[src/rtl/barrel_shifter_pkg.sv]
// Shared definitions for the pipelined barrel shifter: operation encodings.
package barrel_shifter_pkg;

  typedef enum logic [1:0] {
    MODE_ROL = 2'b00,
    MODE_ROR = 2'b01,
    MODE_LSL = 2'b10,
    MODE_LSR = 2'b11
  } mode_t;

endpackage

[src/rtl/shifter_stage.sv]
// One barrel-shifter level: conditionally moves the operand by 2^K and
// registers the result together with its valid, mode, amount and zero flag.
module shifter_stage
  import barrel_shifter_pkg::*;
#(
  parameter int WIDTH = 8,
  parameter int K     = 0,
  parameter int SW    = $clog2(WIDTH)
) (
  input  logic             clk,
  input  logic             rst,
  input  logic             advance,
  input  logic             prev_vld,
  input  logic [WIDTH-1:0] prev_data,
  input  mode_t            prev_mode,
  input  logic [SW-1:0]    prev_amt,
  output logic             vld,
  output logic [WIDTH-1:0] data,
  output mode_t            mode,
  output logic [SW-1:0]    amt,
  output logic             zero
);

  localparam int DIST = 2 ** K;

  logic [WIDTH-1:0] result;

  function automatic logic [WIDTH-1:0] shift_level(input logic [WIDTH-1:0] d,
                                                   input mode_t m);
    unique case (m)
      MODE_ROL: shift_level = (d << DIST) | (d >> (WIDTH - DIST));
      MODE_ROR: shift_level = (d >> DIST) | (d << (WIDTH - DIST));
      MODE_LSL: shift_level = d << DIST;
      default:  shift_level = d >> DIST;
    endcase
  endfunction

  assign result = prev_amt[K] ? shift_level(prev_data, prev_mode) : prev_data;

  // Stage register: every level moves on the shared advance, holds otherwise
  always_ff @(posedge clk) begin
    if (rst) begin
      vld  <= 1'b0;
      data <= '0;
      mode <= MODE_ROL;
      amt  <= '0;
      zero <= 1'b0;
    end else if (advance) begin
      vld  <= prev_vld;
      data <= result;
      mode <= prev_mode;
      amt  <= prev_amt;
      zero <= (result == '0);
    end
  end

endmodule

[src/rtl/barrel_shifter_pipe.sv]
// Pipelined rotate/shift unit: SW registered levels with a global stall,
// valid/ready handshake on both sides and a registered all-zero flag.
module barrel_shifter_pipe
  import barrel_shifter_pkg::*;
#(
  parameter int WIDTH = 8,
  parameter int SW    = $clog2(WIDTH)
) (
  input  logic             clk,
  input  logic             rst,
  input  logic             in_valid,
  output logic             in_ready,
  input  logic [WIDTH-1:0] in_data,
  input  logic [SW-1:0]    in_amt,
  input  logic [1:0]       in_mode,
  output logic             out_valid,
  input  logic             out_ready,
  output logic [WIDTH-1:0] out_data,
  output logic             out_zero
);

  logic             advance;
  logic             vld_p  [0:SW];
  logic [WIDTH-1:0] data_p [0:SW];
  mode_t            mode_p [0:SW];
  logic [SW-1:0]    amt_p  [0:SW];
  logic             zero_p [1:SW];

  // Whole pipe advances unless the output slot is full and not being taken
  assign advance  = !out_valid || out_ready;
  assign in_ready = advance && !rst;

  assign vld_p[0]  = in_valid && in_ready;
  assign data_p[0] = in_data;
  assign mode_p[0] = mode_t'(in_mode);
  assign amt_p[0]  = in_amt;

  for (genvar k = 0; k < SW; k++) begin : g_level
    shifter_stage #(
      .WIDTH (WIDTH),
      .K     (k),
      .SW    (SW)
    ) u_stage (
      .clk       (clk),
      .rst       (rst),
      .advance   (advance),
      .prev_vld  (vld_p[k]),
      .prev_data (data_p[k]),
      .prev_mode (mode_p[k]),
      .prev_amt  (amt_p[k]),
      .vld       (vld_p[k+1]),
      .data      (data_p[k+1]),
      .mode      (mode_p[k+1]),
      .amt       (amt_p[k+1]),
      .zero      (zero_p[k+1])
    );
  end

  assign out_valid = vld_p[SW];
  assign out_data  = data_p[SW];
  assign out_zero  = zero_p[SW];

endmodule

[config.mk]
export PLATFORM = sky130hd
export DESIGN_NAME = barrel_shifter_pipe
export DESIGN_NICKNAME = d
export VERILOG_FILES = /design/src/rtl/barrel_shifter_pkg.sv /design/src/rtl/shifter_stage.sv /design/src/rtl/barrel_shifter_pipe.sv
export SDC_FILE = /design/constraint.sdc
export NUM_CORES = 1
export LEC_CHECK = 0
export CORE_AREA = 2 2 78 80
export CTS_BUF_LIST = sky130_fd_sc_hd__clkbuf_8
export DETAILED_ROUTE_END_ITERATION = 12
export DIE_AREA = 0 0 80 82
export HOLD_SLACK_MARGIN = 0.06
export PLACE_DENSITY = 0.64
export SLEW_MARGIN = 20
export SYNTH_ARGS = -nofsm -noshare
export SYNTH_HDL_FRONTEND = slang
export SYNTH_HIERARCHICAL = 1
export SYNTH_SLANG_ARGS = --single-unit
[constraint.sdc]
create_clock -name clk -period 2.3 [get_ports clk]
set_input_delay 0.46 -clock clk [delete_from_list [all_inputs] [get_ports clk]]
set_output_delay 0.46 -clock clk [all_outputs]
set_load 0.05 [all_outputs]
==> results.py <==
metrics = {
    "synth": {
        "synth_fp_nets": 220,
        "syn_area_mm2": 0.001757,
        "synthesis.instances": 203,
        "avgSynthCellArea_um2": 8.654,
        "yosys_warnings": 6,
    },
    "pwr": {
        "p_int_mw": 0.9570,
        "power.density_mw_per_mm2": 610.7,
        "leakage_nw": 0.9859,
        "ir_worst_vdd_mv": 0.1937,
        "seqPwrFrac": 0.518,
        "clock_power_share": 0.302,
        "combPwrFrac": 0.180,
        "swShare": 0.2756,
        "power.switching_mw": 0.3641,
    },
    "sta": {
        "rsz0062_at_grt": "false",
        "fin_skew_ns": 0.003379,
        "finalHoldViolCount": 0,
        "max_freq_mhz": 525.0,
        "fin_crit_sh": 0.8282,
        "finalWorstSetupSlack_ns": 0.3951,
        "tightest_slew_ns": 0.5001,
        "finalSetupViolCount": 0,
        "slew_violations": 0,
        "maxSlewHeadroom": 0.6656,
        "fin_setup_tns_ns": 0,
        "min_period_ns": 1.905,
    },
    "drt": {
        "vias_per_cell": 4.781,
        "num_vias": 1444,
        "wl_per_cell_um": 11.82,
        "drc": 0,
        "drtPass1Iterations": 4,
        "drt_wl_total_um": 3570,
        "postRouteAntennaNets": 0,
        "drt_iter0_drc": 58,
    },
    "layout": {
        "drive_gt1_frac": 0.07048,
        "diodes": 0,
        "final_nets": 245,
        "area_growth_pct": 23.15,
        "multi_input_area_um2": 940.9,
        "regArea_um2": 700.7,
        "final.fill_count": 612,
    },
    "clock_tree": {
        "clockBufferDepth": 2,
        "clk_pin_slew_worst_paths_ns": 0.06,
        "clock_latency_ns": 0.28,
        "cts_tree": "yes",
        "htree_levels": 2,
        "cts_resized": 0,
        "ctsHoldBuffers": 0,
        "cts.sinks": 35,
        "cts_root_buf": "clkbuf_8",
        "cts_buffers": 5,
        "postCtsSetupRepairBufs": 0,
    },
    "critical_path": {
        "cp_max_fo": 3,
        "path_class": "reg -> out",
        "crit_path_start": "g_level[2].u_stage/vld",
        "critPathSlowestCell": "clkdlybuf4s50_1",
        "r2r_start": "g_level[2].u_stage/vld",
        "crit_chain": "clkdlybuf4s50_1",
        "startpoint_type": "register",
        "path_delay_family": "buffers and inverters",
        "path_buf_inv": 1,
        "endpoint_kind": "output pin",
        "slowest_delay_ns": 0.81,
        "critPathRequiredTime_ns": 1.84,
        "cp.arrival_ns": 1.44,
    },
    "global_routing": {
        "track_usage": 0.1235,
        "grt_pass1_wl_um": 6265,
        "antenna_found_initial": 0,
        "grt_max_degree": 37,
        "grt_pass1_vias": 1355,
        "grt_remaining_overflow": 0,
    },
    "die": {
        "initial_core_util": 0.3057,
        "core_area_mm2": 0.005746,
        "row_count": 28,
        "ios": 28,
        "fp.dieH_um": 82,
        "dieArea_mm2": 0.006560,
        "dieWidth_um": 80,
    },
    "hold_path": {
        "hold_path.class": "reg -> reg",
        "hp-start": "g_level[2].u_stage/data[6]",
    },
    "placed_design": {
        "post-place-ws_ns": 0.2220,
        "port_buffers": 27,
        "dp_hpwl_um": 2641,
        "place.gp.congestion": 0.7486,
    },
    "status": {
        "status": "finished, final reports clean",
    },
    "run": {
        "drv_cap": 0,
    },
}
==> routing by layer <==
| layer | up-vias | global-route usage | part of all wire |
|---|---|---|---|
| met1 | 655 | 0.1451 | 0.48 |
| met4 | 0 | 0.05085 | 0.016 |
| li1 | 752 | - | - |
| met2 | 31 | 0.2058 | 0.46 |
| met3 | 6 | 0.04286 | 0.048 |
| met5 | - | 0 | 0 |
==> cell usage in the layout (no fill, tap or decap), drive strengths merged, types with 2 or more instances in the layout <==
cell and instances:
a211oi 10, a21oi 9, a31oi 16, buf 8, clkbuf 5, clkdlybuf4s50 26, dfxtp 35, inv 7
mux2i 31, nand2 4, nand2b 5, nand3b 3, nor2 47, nor2b 8, nor3b 3, o211a 2
or3b 3
==> metrics by stage <==
stage	cells	util	power [mW]	cell area [um2]	hold WS, ns
floorplan	203	-	0.8522	1757	0.4601
global placement	296	0.3639	0.9320	2091	0.4724
detailed placement	296	0.3639	0.9372	2091	0.4734
CTS	302	0.3765	1.338	2163	0.4864
global route	302	0.3765	1.398	2163	0.4944
finish	302	0.3765	1.321	2163	0.4817
==> sequential cells by signal (all words and copies together), names as in the netlist <==
name	count
g_level.u_stage/vld	3
g_level.u_stage/amt	3
g_level.u_stage/zero	1
g_level.u_stage/mode	4
g_level.u_stage/data	24
==> power by group through the flow <==
stage / clock [mW] / sequential (mW) / combinational [mW]
after floorplan: 0 / 0.718 / 0.135
after global placement: 0 / 0.697 / 0.235
after detailed placement: 0 / 0.699 / 0.239
after CTS: 0.413 / 0.685 / 0.239
after global routing: 0.444 / 0.692 / 0.262
final: 0.399 / 0.685 / 0.238
==> worst register-to-register path, cell delays in order (launching register included) <==
cell,delay [ns]
dfxtp_1,0.32
nor2b_4,0.13
inv_1,0.36
o21ai_1,0.13
a31oi_1,0.23
nand3_1,0.14
a21oi_2,0.13
==> cell type report <==
| cell class | count | share of cell area |
|---|---|---|
| repair buffers | 34 | 0.1538 |
| inverters | 6 | 0.01041 |
| well taps | 75 | 0.04338 |
| clock inverters | 1 | 0.001735 |
| multi-input cells | 146 | 0.4349 |
| clock buffers | 5 | 0.03181 |
| flip-flops and latches | 35 | 0.3239 |
==> path summary, 6_finish.rpt <==
path         slack, ns  cells after the start                    endpoint
min reg2reg       0.48                      2  g_level[2].u_stage/data[6]
max reg2reg       0.80                      6     g_level[2].u_stage/zero
min               0.48                      2  g_level[2].u_stage/data[6]
max               0.40                      1                   out_valid
Note: power is estimated with default switching activity, not from simulation.
